**src/rtl/arb_req_client.sv**
```systemverilog
// Requester-side agent for one port of the 4-way grant arbiter: queues burst
// jobs, requests the arbiter per job, counts granted beats and flags anomalies.
module arb_req_client #(
  parameter int DEPTH   = 4,
  parameter int LEN_W   = 4,
  parameter int WAIT_W  = 4,
  parameter int TIMEOUT = 8
) (
  input  logic                     clk,
  input  logic                     rst,
  input  logic                     job_valid,
  input  logic [LEN_W-1:0]         job_len,
  output logic                     job_ready,
  output logic                     req,
  input  logic                     gnt,
  output logic                     beat,
  output logic                     done,
  output logic                     busy,
  output logic [$clog2(DEPTH):0]   pending,
  output logic [WAIT_W-1:0]        wait_cnt,
  output logic                     starve,
  output logic                     unsolicited,
  input  logic                     clr_err
);

  localparam int AW = $clog2(DEPTH);
  localparam int CW = AW + 1;

  typedef enum logic {IDLE, REQ} state_t;

  state_t             state, state_nxt;
  logic [LEN_W-1:0]   mem [DEPTH];
  logic [AW-1:0]      wr_ptr, rd_ptr;
  logic [CW-1:0]      count;
  logic               push, pop, full, empty;
  logic [LEN_W:0]     beats_left, beats_nxt;
  logic [WAIT_W-1:0]  stall_q, stall_nxt;
  logic               req_prev, unsol_q, unsol_set, done_q, last_beat;

  // Job handshake: a job transfers on every clock edge where job_valid and
  // job_ready are both high; job_ready depends only on FIFO occupancy.
  assign full      = (count == CW'(DEPTH));
  assign empty     = (count == '0);
  assign job_ready = !full;
  assign push      = job_valid && !full;
  assign pending   = count;

  always_ff @(posedge clk) begin
    if (push) mem[wr_ptr] <= job_len;
  end

  always_ff @(posedge clk or posedge rst) begin
    if (rst) begin
      wr_ptr <= '0;
      rd_ptr <= '0;
      count  <= '0;
    end else begin
      if (push) wr_ptr <= wr_ptr + 1'b1;
      if (pop)  rd_ptr <= rd_ptr + 1'b1;
      case ({push, pop})
        2'b10:   count <= count + 1'b1;
        2'b01:   count <= count - 1'b1;
        default: count <= count;
      endcase
    end
  end

  always_comb begin
    state_nxt = state;
    beats_nxt = beats_left;
    pop       = 1'b0;
    case (state)
      IDLE: begin
        if (!empty) begin
          pop       = 1'b1;
          beats_nxt = {1'b0, mem[rd_ptr]} + (LEN_W+1)'(1);
          state_nxt = REQ;
        end
      end
      REQ: begin
        if (gnt) begin
          beats_nxt = beats_left - (LEN_W+1)'(1);
          if (beats_left == (LEN_W+1)'(1)) state_nxt = IDLE;
        end
      end
      default: state_nxt = IDLE;
    endcase
  end

  assign req       = (state == REQ);
  assign busy      = req;
  assign beat      = req && gnt;
  assign last_beat = beat && (beats_left == (LEN_W+1)'(1));
  assign done      = done_q;

  // Stall count includes the current cycle, so a beat clears it immediately.
  always_comb begin
    stall_nxt = '0;
    if (req && !gnt) begin
      stall_nxt = (stall_q == {WAIT_W{1'b1}}) ? stall_q : stall_q + 1'b1;
    end
  end

  assign wait_cnt = stall_nxt;
  assign starve   = (wait_cnt >= WAIT_W'(TIMEOUT));

  // A grant the cycle after req falls is the arbiter's registered tail.
  assign unsol_set   = gnt && !req && !req_prev && !rst;
  assign unsolicited = unsol_q || unsol_set;

  always_ff @(posedge clk or posedge rst) begin
    if (rst) begin
      state      <= IDLE;
      beats_left <= '0;
      stall_q    <= '0;
      req_prev   <= 1'b0;
      unsol_q    <= 1'b0;
      done_q     <= 1'b0;
    end else begin
      state      <= state_nxt;
      beats_left <= beats_nxt;
      stall_q    <= stall_nxt;
      req_prev   <= req;
      unsol_q    <= unsol_set || (unsol_q && !clr_err);
      done_q     <= last_beat;
    end
  end

endmodule
```
**config.mk**
```make
export PLATFORM = sky130hd
export DESIGN_NAME = arb_req_client
export DESIGN_NICKNAME = d
export VERILOG_FILES = /design/src/rtl/arb_req_client.sv
export SDC_FILE = /design/constraint.sdc
export NUM_CORES = 1
export LEC_CHECK = 0
export ABC_AREA = 1
export BUFFER_PORTS_ARGS = -buffer_cell sky130_fd_sc_hd__buf_2
export CORE_MARGIN = 2
export CORE_UTILIZATION = 64
export CTS_BUF_LIST = sky130_fd_sc_hd__clkbuf_8
export DETAILED_ROUTE_END_ITERATION = 8
export PLACE_DENSITY = 0.95
export SLEW_MARGIN = 40
export SYNTH_ARGS = -nofsm -noshare
export SYNTH_HDL_FRONTEND = slang
export SYNTH_SLANG_ARGS = --single-unit
export TNS_END_PERCENT = 5
```
**constraint.sdc**
```tcl
create_clock -name clk -period 2.9 [get_ports clk]
set_input_delay 0.145 -clock clk [delete_from_list [all_inputs] [get_ports clk]]
set_output_delay 0.145 -clock clk [all_outputs]
set_load 0.02 [all_outputs]
```
# Word level (Yosys, flattened, before mapping)
# Memory sizes are Yosys's and may differ from the RTL's.
# Index checks and enable logic that the tools add are counted.
# word_totals
ff_bits	20
n_memories	1
mem_bits_rw	16
# classes
bitwise	1
magnitude_cmp	1
n_addsub	7
n_reduce_logical	19
eq_ne	7
muxes	13
# mem_list
name	words	width	read_ports	rd_ports_with_merged_regs	write_ports	line_no	source
mem	4	4	1	0	1	32	logic [LEN_W-1:0] mem [DEPTH];
# op_table
operator	n
5-bit two-way mux	2
5-bit one-hot mux with 2 select lines	1
1-bit logical AND	8
4-bit two-way mux	2
1-bit logical NOT	6
1-bit two-way mux	6
3-bit one-hot mux with 2 select lines	1
4-bit by 1-bit adder with 5-bit output (second input constant)	1
5-bit by 1-bit equality test with 1-bit output (second input constant)	1
5-bit by 1-bit subtractor with 5-bit output (second input constant)	1
2-bit by 1-bit adder with 2-bit output (second input constant)	2
4-bit by 1-bit adder with 4-bit output (second input constant)	1
4-bit equality test (second input constant)	1
4-bit >= comparator (second input constant)	1
2-bit != test (second input constant)	2
3-bit by 1-bit adder with 3-bit output (second input constant)	1
3-bit equality test (second input constant)	1
3-bit logical NOT	1
3-bit by 1-bit subtractor with 3-bit output (second input constant)	1
2-bit by 1-bit equality test with 1-bit output (second input constant)	1
2-bit equality test (second input constant)	1
1-bit logical OR	2
1-bit one-hot mux with 2 select lines	1
2-bit AND reduction	1
other kinds (2)	2

# Longest topological paths before layout
# logic_depth
depth_word	5
ltp_mapped	9
mapped_depth_nobuf	9

# Worst setup path before layout
# Ideal clock, no wire load.
# synth_path
path_type	reg-to-reg
from	reg count[0], in the netlist pending[0]
to	reg count[2], in the netlist pending[2]
period_less_slack_ns	2.150
path_slack_ns	0.750
arrival_time_ns	2.019
stages_incl_launch_ff	10
path_cell_list	dfrtp_1 > inv_1 > nand3_1 > nand2_2 > ha_1 > inv_1 > fa_1 > a21oi_1 > o21ai_0 > xor2_1
# synth_via
elab_chain_len	5
word_cells_on_any_way	12
# synth_lines
element	line_no	source
start, declared	34	logic [CW-1:0] count;
start signal, assigned	61	2'b10: count <= count + 1'b1;
start signal, assigned	62	2'b01: count <= count - 1'b1;
start signal, assigned	63	default: count <= count;
3-bit equality test *	42	assign full = (count == CW'(DEPTH));
1-bit logical NOT *	n/a	
net job_ready	13	output logic job_ready,
1-bit logical AND *	45	assign push = job_valid && !full;
2-bit by 1-bit equality test with 1-bit output / 2-bit equality test (equally long branches)	60	case ({push, pop})
3-bit one-hot mux with 2 select lines / 2-bit nonzero test (equally long branches)	n/a	
# Mark *: on every way through the listed nets, which the timed path passes. The rest lies on a longest branch.
# A chain may end at the register's enable or synchronous reset.

# Final worst setup path
# layout_path
from	reg count[0], in the netlist pending[0]
to	reg count[2], in the netlist pending[2]
# layout_via
elab_chain_len	5
word_cells_on_any_way	12
# layout_lines
element	line_no
3-bit logical NOT / 3-bit equality test (equally long branches)	43, 42
1-bit two-way mux / 1-bit logical NOT (equally long branches)	74, 45
1-bit two-way mux / 1-bit logical AND (equally long branches)	72, 45
2-bit by 1-bit equality test with 1-bit output / 2-bit equality test (equally long branches)	60
3-bit one-hot mux with 2 select lines / 2-bit nonzero test (equally long branches)	n/a
# Several ways; a longest one is shown, not always the timed one.

==> flow_summary.toml <==
[critical_path]
cp_slowest_cell = "dfrtp_1"
worst_setup_path_end_kind = "flip-flop"
crit_buf_inv = 2
critPathMaxStageDelay_ns = 0.40
crit_type = "flip-flop to flip-flop"
r2r_slack_ns = 0.81
worstPathCellList = "inv_1 -> nand3_1 -> nand2_2 -> ha_1 -> inv_1 -> fa_1 -> a21oi_1 -> o21ai_0 -> xor2_1"
start_kind = "flip-flop"
cp.required_ns = 3.06
cp_common_cell = "inv_1"
critPathTopFamily = "adder cells"
cp_data_arrival_time_ns = 2.25
crit_fanout = 8

[floorplan]
die_w_um = 57.3
pin_count = 23
row_count = 19
initial_core_util = 0.666
core_um2 = 2730
dieArea_um2 = 3290
die_h_um = 57.3

[clocking]
cts_resized = 0
clock_path_buffers = 2
tritoncts = "yes"
htree_levels = 2
cts_root_buffer = "clkbuf_8"
cts-buffers-inserted = 5
cts_hold_buf = 0
post_cts_buffers = 0
clk_transition_reported_paths_ns = 0.07
clk_latency_ns = 0.29
cts_num_sinks = 36

[sta]
final.setup.tns_ns = 0
worstMarginPinSlew_ns = 0.688
finalHoldWorstSlack_ns = 0.0395
final.setup.worst_slack_ns = 0.813
max-slew-margin-rel = 0.538
finalSetupViolCount = 0
finalClockSkew_ns = 0.00833
min_period_ns = 2.09
fin_crit_sh = 0.720
max_freq_mhz = 479
rsz0062_at_grt = "no"
slew_violations = 0
hold_viol = 0

[routing]
routed_wl_mm = 3.44
drt_iter0_drc = 64
num_vias = 1332
viasPerCell = 5.46
drc = 0
wire_per_inst_um = 14.1
drt_pass1_iterations = 4
postRouteAntennaNets = 0

[synth]
synth.yosys.seq_area_share = 0.539
ys_types = 31
yosys.area.top_type = "dfrtp_1"
ys_warn_count = 0
syn_nets = 204
netlist_area_um2 = 1820
yosysTopAreaCellShare = 0.275
syn_inst = 185
ys_ff_latch = 36
synth_area_leaders = "dfrtp_1, edfxtp_1, ha_1"
syn_area_per_cell_um2 = 9.84

[placed_design]
gp_congestion = 0.835
dpl.cell_count = 235
dp_slack_ns = 0.901
dp_hpwl_mm = 2.44
portBuffers = 22

[pwr]
power_density_nw_per_um2 = 916
power_uw = 1860
p_leak_uw = 0.000963
ir_drop_mv = 0.935

[layout]
antenna_cells = 0
layout_commonest_cell = "nand2_1"
drive_gt1_frac = 0.221
area_delta_synth_final_pct = 11.7
layout.nets = 231
fin_cells = 244
final_cell_mix = "nand2_1, inv_1, buf_2"

[grt]
grt_pass1_vias = 1331
antenna_found_initial = 0
grt_pass1_wl_mm = 6.05
grt-ovfl-total = 0
grt_max_degree = 21
grt_util_all_layers = 0.251

[worst_hold_path]
min_path_type = "input port to flip-flop"

[run_status]
status = "finished clean"

[flow_run]
maxCapViolations = 0
==> registers in the layout, indices dropped and copies added, names as in the netlist <==
signal / flops
unsol_q: 1
req_prev: 1
stall_q: 4
rd_ptr: 2
wr_ptr: 2
beats_left: 5
busy: 1
mem: 16
pending: 3
done: 1
==> logic make-up (layout without fill, tap and decap cells) <==
family,after synthesis,in the layout,synth area share
buffers and inverters,34,62,0.0811
adders and majority gates,10,10,0.0729
AOI/OAI and AO/OA,25,25,0.0763
xor gates and xnor gates,7,7,0.0337
and+or+nand+nor,73,73,0.197
DFF,36,36,0.539
==> per-stage QoR <==
stage	util	cell area [µm²]
6_report	0.744	2030
3_5_place_dp	0.711	1940
2_1_floorplan	-	1820
3_3_place_gp	0.711	1940
4_1_cts	0.740	2020
5_1_grt	0.744	2030
==> where the power goes <==
part | total, µW | leakage [µW] | switching, µW | internal (µW)
combinational | 754 | 0.000531 | 487 | 267
sequential | 780 | 0.000384 | 109 | 671
clock | 329 | 0.0000482 | 169 | 160
==> path summary, 6_finish.rpt <==
kind / from / to / cells past startpoint
max in group asynchronous: rst / wr_ptr[0] / 3
min in group asynchronous: rst / unsol_q / 3
worst min register to register: pending[0] / pending[0] / 1
worst max-delay path: pending[0] / pending[2] / 9
worst max register to register: pending[0] / pending[2] / 9
worst min-delay path: clr_err / unsol_q / 2
==> metal layers <==
layer | part of all wire | global-route usage | vias up | wire length, µm
met1 | 0.43 | 0.330 | 632 | 1490
met3 | 0.054 | 0.0816 | 4 | 187
li1 | - | - | 656 | -
met4 | 0.0096 | 0.103 | 0 | 33
met2 | 0.50 | 0.389 | 40 | 1730
met5 | 0 | 0 | - | 0
==> cell usage after synthesis, drive strengths merged <==
library cell	count
nand4	2
clkinv	1
inv	30
nand2	37
a211oi	1
xor2	5
o211ai	1
or2	1
edfxtp	16
xnor2	2
ha	9
nor3	1
a31oi	2
a22oi	1
nand3	18
o21ai	10
buf	3
a21oi	10
dfrtp	20
nor2	14
fa	1
==> area by class of cell <==
class	count	area (µm²)
sequential	36	981
fill	169	701
multi-input combinational	115	692
inverter	31	121
timing repair buffer	23	120
clock buffer	5	68.8
tap	31	38.8
clock inverter	3	11.3
Power figures use the tool's default switching activity.
